## src/rtl/calc_sub_pkg.sv

```systemverilog
`default_nettype none
// ============================================================================
// Module      : calc_sub_pkg
// Description : Shared types and helpers for the nibble-serial subtractor.
// Revision    : 1.0 - initial release
// ============================================================================
package calc_sub_pkg;

  localparam int NIBBLE_WIDTH = 4;

  typedef enum logic [1:0] {
    IDLE = 2'd0,
    CALC = 2'd1,
    DONE = 2'd2
  } state_t;

  // Nibble counter width: enough bits to count N nibbles, never less than one.
  function automatic int cnt_width(input int n);
    int w;
    w = $clog2(n);
    return (w < 1) ? 1 : w;
  endfunction

endpackage
`default_nettype wire

```

## src/rtl/adder_04bit_ahead.sv

```systemverilog
`default_nettype none
// ============================================================================
// Module      : adder_04bit_ahead
// Description : 4-bit carry-lookahead adder, combinational.
// Revision    : 1.0 - initial release
// ============================================================================
module adder_04bit_ahead (
  input  logic [3:0] i_num_a,
  input  logic [3:0] i_num_b,
  input  logic       i_cry,
  output logic [3:0] o_sum,
  output logic       o_cry
);

  logic [3:0] w_gen;
  logic [3:0] w_prp;
  logic [4:0] w_c;

  // Generate/propagate terms and flattened lookahead carries.
  always_comb begin
    w_gen  = i_num_a & i_num_b;
    w_prp  = i_num_a ^ i_num_b;
    w_c[0] = i_cry;
    w_c[1] = w_gen[0] | (w_prp[0] & i_cry);
    w_c[2] = w_gen[1] | (w_prp[1] & w_gen[0]) | (w_prp[1] & w_prp[0] & i_cry);
    w_c[3] = w_gen[2] | (w_prp[2] & w_gen[1]) | (w_prp[2] & w_prp[1] & w_gen[0])
           | (w_prp[2] & w_prp[1] & w_prp[0] & i_cry);
    w_c[4] = w_gen[3] | (w_prp[3] & w_gen[2]) | (w_prp[3] & w_prp[2] & w_gen[1])
           | (w_prp[3] & w_prp[2] & w_prp[1] & w_gen[0])
           | (w_prp[3] & w_prp[2] & w_prp[1] & w_prp[0] & i_cry);
    o_sum  = w_prp ^ w_c[3:0];
    o_cry  = w_c[4];
  end

endmodule
`default_nettype wire

```

## src/rtl/subtractor_nnbit_ahead_multicycle.sv

```systemverilog
`default_nettype none
// ============================================================================
// Module      : subtractor_nnbit_ahead_multicycle
// Description : Nibble-serial A - B - borrow using one 4-bit lookahead adder
//               (A + ~B + ~borrow), valid/ready on both sides.
// Revision    : 1.0 - initial release
// ============================================================================
module subtractor_nnbit_ahead_multicycle
  import calc_sub_pkg::*;
#(
  parameter int DATA_WIDTH = 8
) (
  input  logic                  i_clk,
  input  logic                  i_rst_n,
  input  logic                  i_valid,
  output logic                  o_ready,
  input  logic [DATA_WIDTH-1:0] i_num_a,
  input  logic [DATA_WIDTH-1:0] i_num_b,
  input  logic                  i_brw,
  output logic                  o_valid,
  input  logic                  i_ready,
  output logic [DATA_WIDTH-1:0] o_res,
  output logic                  o_brw,
  output logic                  o_ovf
);

  localparam int                NUM_NIB = DATA_WIDTH / NIBBLE_WIDTH;
  localparam int                CNT_W   = cnt_width(NUM_NIB);
  localparam logic [CNT_W-1:0]  C_LAST  = CNT_W'(NUM_NIB - 1);

  if ((DATA_WIDTH % NIBBLE_WIDTH) != 0 || DATA_WIDTH < NIBBLE_WIDTH) begin : g_bad_width
    $error("DATA_WIDTH must be a multiple of 4 and at least 4");
  end

  state_t                  state_q, state_d;
  logic [DATA_WIDTH-1:0]   a_q, a_d;
  logic [DATA_WIDTH-1:0]   b_q, b_d;
  logic [DATA_WIDTH-1:0]   res_q, res_d;
  logic [DATA_WIDTH-1:0]   out_res_q, out_res_d;
  logic                    cry_q, cry_d;
  logic                    a_msb_q, a_msb_d;
  logic                    b_msb_q, b_msb_d;
  logic                    brw_q, brw_d;
  logic                    ovf_q, ovf_d;
  logic [CNT_W-1:0]        cnt_q, cnt_d;

  logic [3:0]              w_sum;
  logic                    w_cry;
  logic [DATA_WIDTH-1:0]   w_res_shift;

  adder_04bit_ahead u_nib_add (
    .i_num_a (a_q[3:0]),
    .i_num_b (b_q[3:0]),
    .i_cry   (cry_q),
    .o_sum   (w_sum),
    .o_cry   (w_cry)
  );

  // New sum nibble enters the result register from the top.
  if (DATA_WIDTH == NIBBLE_WIDTH) begin : g_res_single
    assign w_res_shift = w_sum;
  end else begin : g_res_multi
    assign w_res_shift = {w_sum, res_q[DATA_WIDTH-1:NIBBLE_WIDTH]};
  end

  // Next-state and datapath updates for the IDLE/CALC/DONE sequence.
  always_comb begin
    state_d   = state_q;
    a_d       = a_q;
    b_d       = b_q;
    res_d     = res_q;
    out_res_d = out_res_q;
    cry_d     = cry_q;
    a_msb_d   = a_msb_q;
    b_msb_d   = b_msb_q;
    brw_d     = brw_q;
    ovf_d     = ovf_q;
    cnt_d     = cnt_q;
    case (state_q)
      IDLE: begin
        if (i_valid) begin
          a_d     = i_num_a;
          b_d     = ~i_num_b;
          cry_d   = ~i_brw;
          a_msb_d = i_num_a[DATA_WIDTH-1];
          b_msb_d = i_num_b[DATA_WIDTH-1];
          cnt_d   = '0;
          state_d = CALC;
        end
      end
      CALC: begin
        res_d = w_res_shift;
        a_d   = a_q >> NIBBLE_WIDTH;
        b_d   = b_q >> NIBBLE_WIDTH;
        cry_d = w_cry;
        cnt_d = cnt_q + CNT_W'(1);
        if (cnt_q == C_LAST) begin
          out_res_d = w_res_shift;
          brw_d     = ~w_cry;
          // Overflow only possible when operand signs differ.
          ovf_d     = (a_msb_q != b_msb_q) && (w_res_shift[DATA_WIDTH-1] != a_msb_q);
          state_d   = DONE;
        end
      end
      DONE: begin
        if (i_ready) begin
          state_d = IDLE;
        end
      end
      default: state_d = IDLE;
    endcase
  end

  // State and datapath registers; reset aborts any operation in flight.
  always_ff @(posedge i_clk or negedge i_rst_n) begin
    if (!i_rst_n) begin
      state_q   <= IDLE;
      a_q       <= '0;
      b_q       <= '0;
      res_q     <= '0;
      out_res_q <= '0;
      cry_q     <= 1'b0;
      a_msb_q   <= 1'b0;
      b_msb_q   <= 1'b0;
      brw_q     <= 1'b0;
      ovf_q     <= 1'b0;
      cnt_q     <= '0;
    end else begin
      state_q   <= state_d;
      a_q       <= a_d;
      b_q       <= b_d;
      res_q     <= res_d;
      out_res_q <= out_res_d;
      cry_q     <= cry_d;
      a_msb_q   <= a_msb_d;
      b_msb_q   <= b_msb_d;
      brw_q     <= brw_d;
      ovf_q     <= ovf_d;
      cnt_q     <= cnt_d;
    end
  end

  assign o_ready = (state_q == IDLE);
  assign o_valid = (state_q == DONE);
  assign o_res   = out_res_q;
  assign o_brw   = brw_q;
  assign o_ovf   = ovf_q;

endmodule
`default_nettype wire

```

## config.mk

```make
export PLATFORM = sky130hd
export DESIGN_NAME = subtractor_nnbit_ahead_multicycle
export DESIGN_NICKNAME = d
export VERILOG_FILES = /design/src/rtl/calc_sub_pkg.sv /design/src/rtl/adder_04bit_ahead.sv /design/src/rtl/subtractor_nnbit_ahead_multicycle.sv
export SDC_FILE = /design/constraint.sdc
export NUM_CORES = 1
export LEC_CHECK = 0
export ABC_AREA = 1
export CORE_UTILIZATION = 35
export CTS_CLUSTER_SIZE = 40
export DETAILED_ROUTE_END_ITERATION = 7
export PLACE_DENSITY_LB_ADDON = 0.12
export SLEW_MARGIN = 20
export SYNTH_ARGS = -nofsm -noshare
export SYNTH_HDL_FRONTEND = slang
export SYNTH_HIERARCHICAL = 1
export SYNTH_SLANG_ARGS = --single-unit
```

## constraint.sdc

```tcl
create_clock -name i_clk -period 3.41 [get_ports i_clk]
set_input_delay 0.5115 -clock i_clk [delete_from_list [all_inputs] [get_ports i_clk]]
set_output_delay 0.5115 -clock i_clk [all_outputs]
set_load 0.1 [all_outputs]
```

# == Word level (Yosys, flattened, before mapping) ==
# Index checks and enable logic that the tools add are counted.
# word_totals
register_bits,40
latch_bits,0
ram_bits,0
rom_bits,0
input_bits,21
word_cells,70
mem_count,0
# classes
n_addsub,1
mul,0
n_div,0
n_lt_le_gt_ge,0
n_eq_ne,7
shifts,0
mux,12
bitwise,32
n_reduce_logical,7
# ops
cell,n
$pmux W8 S2,2
$and A1 B1 Y1,16
$mux W8,2
$or A1 B1 Y1,10
$not A8 Y8,1
$xor A4 B4 Y4,2
$mux W2,3
$pmux W2 S3,1
$reduce_and A2 Y1,3
$and A4 B4 Y4,1
$ne A2 B2 Y1 const B,2
$pmux W1 S2,2
$reduce_and A3 Y1,1
$eq A2 B1 Y1 const B,1
$eq A2 B2 Y1 const B,1
$logic_not A2 Y1,1
$mux W1,2
$ne A1 B1 Y1,2
$ne A2 B1 Y1 const B,1
$not A1 Y1,2
$reduce_bool A2 Y1,1
$add A1 B1 Y1 const B,1
$logic_and A1 B1 Y1,1

# == Longest topological paths before layout ==
# logic_depth
ltp_word,8
ltp_mapped,12
depth_no_buf,12

# == Modules after synthesis ==
# Netlist, hierarchy kept.
# by_module_without_submodules
module,instances,cells_per_inst,area_per_inst_um2,seq_area_each_um2
subtractor_nnbit_ahead_multicycle,1,185,1585.3,900.9
adder_04bit_ahead,1,31,188.9,0.0

# == Worst setup path after synthesis ==
# OpenSTA, ideal clock, no wires.
# synth_path
path_type,register -> output
start,register state_q[1]
end,output o_valid
arrival_time_ns,1.933
t_required_ns,2.898
setup_slack_ns,0.966
path_stages_with_launch,4
n_path_buf,1
path_cell_list,dfrtp_1 -> inv_2 -> buf_2 -> nor2_1
# synth_between
elab_chain_len,1
# synth_rtl
element,line,rtl
from (decl),subtractor_nnbit_ahead_multicycle.sv:35,"state_t state_q, state_d;"
from (signal assigned),subtractor_nnbit_ahead_multicycle.sv:129,state_q <= state_d;
$eq A2 B2 Y1,subtractor_nnbit_ahead_multicycle.sv:144,assign o_valid = (state_q == DONE);
to (decl),subtractor_nnbit_ahead_multicycle.sv:20,"output logic o_valid,"
# Every way passes these cells.

# == Worst setup path after layout ==
# layout_path
start,"register out_res_q[7], in the netlist o_res[7]"
end,output o_res[7]
# layout_lines
element,line,rtl
from (decl),subtractor_nnbit_ahead_multicycle.sv:39,"logic [DATA_WIDTH-1:0] out_res_q, out_res_d;"
from (signal assigned),subtractor_nnbit_ahead_multicycle.sv:133,out_res_q <= out_res_d;
to (decl),subtractor_nnbit_ahead_multicycle.sv:22,"output logic [DATA_WIDTH-1:0] o_res,"
# No word-level cell between the ends.

==> flow_summary.yaml <==
logic_synthesis:
  syn-instance-count: 216
  synth_nets: 242
  ys_seq_area_share_pct: 50.78
  synth-compound-area-share_pct: 6.700
  synth_xor_xnor_area_share_pct: 0.4937
  synthMuxAreaShare_pct: 0
  ys_seq_elements: 36
  synthAdderAreaFrac_pct: 3.949
  yosys_warnings: 6
  yosys.area_share.simple_pct: 29.90
  synth_top_family_by_area: "simple AND/OR/NAND/NOR gates"
  syn_area_sq_um: 1774
  avgSynthCellArea_sq_um: 8.214
  synth_cell_types: 23
setup_path:
  crit_slowest_cell: "clkdlybuf4s50_1"
  cp.buffers_inverters: 1
  worstPathArrival_ps: 1770
  max_stage_delay_ps: 1140
  path_delay_family: "buffers and inverters"
  path_class: "reg2out"
  start_kind: "flop"
  worst-path-max-fanout: 2
  worstPathCellList: "clkdlybuf4s50_1"
  end_kind: "output port"
  critPathRequiredTime_ps: 2900
placement:
  hpwl_um: 2534
  gp_congestion: 0.7306
  io_buffers: 32
floorplanning:
  start_util_pct: 37.07
  fp-row-count: 25
  dieArea_sq_um: 5358
  die_w_um: 73.20
  coreArea_sq_um: 4786
  ios: 33
  die_h_um: 73.20
cts:
  cts-buffers-inserted: 5
  clock-root-buffer: "clkbuf_8"
  htree_num_levels: 2
  clk_latency_ps: 280
  cts_buffer_depth: 2
  cts-resized-gates: 0
  cts_tree: "built"
  clkTransAtPathRegs_ps: 70
  cts.sinks: 36
  postCtsSetupBuffers: 0
  hold_buffers: 0
detailed_routing:
  drc: 0
  routedWlPerCell_um: 11.12
  vias_per_cell: 4.403
  wirelength_um: 3535
  drtIter0Drc: 82
  dr_total_vias: 1400
  dr.pass1.iters: 4
  ant_nets: 0
sta:
  fmax_mhz: 438.8
  period_share_pct: 66.83
  rsz0062_at_grt: "false"
  final_hold_viol_count: 0
  worst_slew_pin_slew_ps: 973.0
  maxSlewHeadroom_pct: 34.93
  maxSlewViolCount: 0
  setup_viol: 0
  fin_setup_tns_ps: 0
  period_minus_slack_ps: 2279
  skew_ps: 1.378
grt:
  grt_start_max_net_pins: 37
  grt.overflow.total: 0
  grt_usage_pct: 15.37
  antenna_found_initial: 0
  grt_pass1_wl_um: 6189
  grt_pass1_vias: 1393
outcome:
  status: "completed"
cells_and_area:
  fin_nets: 276
  drive_above_1_share_pct: 8.765
  synthToLayoutAreaGrowth_pct: 24.68
  antenna_cells: 0
worst_hold_path:
  hold_path.class: "reg2reg"
job:
  maxCapViolCount: 0
[cell families after synthesis]
family	after synthesis
AOI/OAI and AO/OA	18
and+or+nand+nor	127
xor gates and xnor gates	1
DFF	36
buffers and inverters	29
adders and majority gates	5
[through the flow]
step | instance area, sq um | hold slack (ps) | worst slack, ps | utilization, % | std cells
2_1_floorplan | 1774 | 215.9 | 965.5 | - | 216
3_3_place_gp | 2122 | 455.3 | 1444 | 44.34 | 310
3_5_place_dp | 2122 | 461.3 | 1419 | 44.34 | 310
4_1_cts | 2212 | 478.8 | 1116 | 46.22 | 318
5_1_grt | 2212 | 504.7 | 1090 | 46.22 | 318
6_report | 2212 | 476.4 | 1131 | 46.22 | 318
[metal layers]
metal / wire length [um] / share of wire (%) / vias up / global-route usage (%)
met3: 114 / 3.2 / 5 / 3.591
met4: 51 / 1.4 / 0 / 7.407
met2: 1504 / 43 / 29 / 23.15
met1: 1866 / 53 / 628 / 20.75
met5: 0 / 0 / - / 0
li1: - / - / 738 / -
[layout make-up]
type	instances	area (sq um)
Inverter	23	86.33
Fill cell	510	2574
Tap cell	67	83.83
Timing Repair Buffer	33	322.8
Sequential cell	36	900.9
Multi-Input combinational cell	151	728.2
Clock buffer	8	90.09
[worst min-delay path, delay by kind of cell, from the launching register on]
kind             cells  cell delay [ps]
and+or+nand+nor      2               90
DFF                  1              350
[cells in the final DEF, fill, tap and decap left out, drive strengths merged, types with 2 or more instances in the layout]
cell type,Yosys,layout
buf,6,3
clkbuf,0,8
clkdlybuf4s50,0,30
dfrtp,36,36
ha,4,4
inv,23,23
nand2,100,100
nand3,19,19
nand4,2,2
nor2,5,5
o21ai,16,16
[worst paths after layout]
kind,startpoint,endpoint,slack (ps),cells past startpoint
worst max-delay path,o_res[7],o_res[7],1130,1
worst min-delay path,a_q[4],a_q[4],480,2
worst max register to register,a_q[2],o_ovf,1720,10
worst min register to register,a_q[4],a_q[4],480,2
max in group asynchronous,i_rst_n,a_q[5],2430,2
min in group asynchronous,i_rst_n,o_res[0],660,2
[registers in the layout, indices dropped and copies added (netlist names), 2 cells and up]
name / cells
a_q: 8
b_q: 8
o_res: 8
res_q: 4
state_q: 2
[Yosys cell counts]
| library cell | n | area, sq um |
|---|---|---|
| buf_6 | 3 | 33.78 |
| o21ai_2 | 4 | 35.03 |
| ha_1 | 4 | 50.05 |
| o21ai_0 | 11 | 55.05 |
| xnor2_1 | 1 | 8.760 |
| dfrtp_1 | 36 | 900.9 |
| nor2_4 | 1 | 11.26 |
| fa_1 | 1 | 20.02 |
| nand2_4 | 1 | 11.26 |
| inv_2 | 3 | 11.26 |
| or2_0 | 1 | 6.260 |
| buf_2 | 2 | 10.01 |
| nand2_2 | 2 | 12.51 |
| o21ai_4 | 1 | 16.27 |
| nand2_1 | 97 | 364.1 |
| nand4_1 | 2 | 12.51 |
| inv_1 | 20 | 75.07 |
| buf_8 | 1 | 15.01 |
| a21oi_1 | 1 | 5.000 |
| nand3_1 | 19 | 95.09 |
| o31ai_1 | 1 | 7.510 |
| nor2_1 | 3 | 11.26 |
| nor2_2 | 1 | 6.260 |
Power is not shown: default switching activity piles up to over one toggle a cycle in this logic, so the estimate is an artifact.
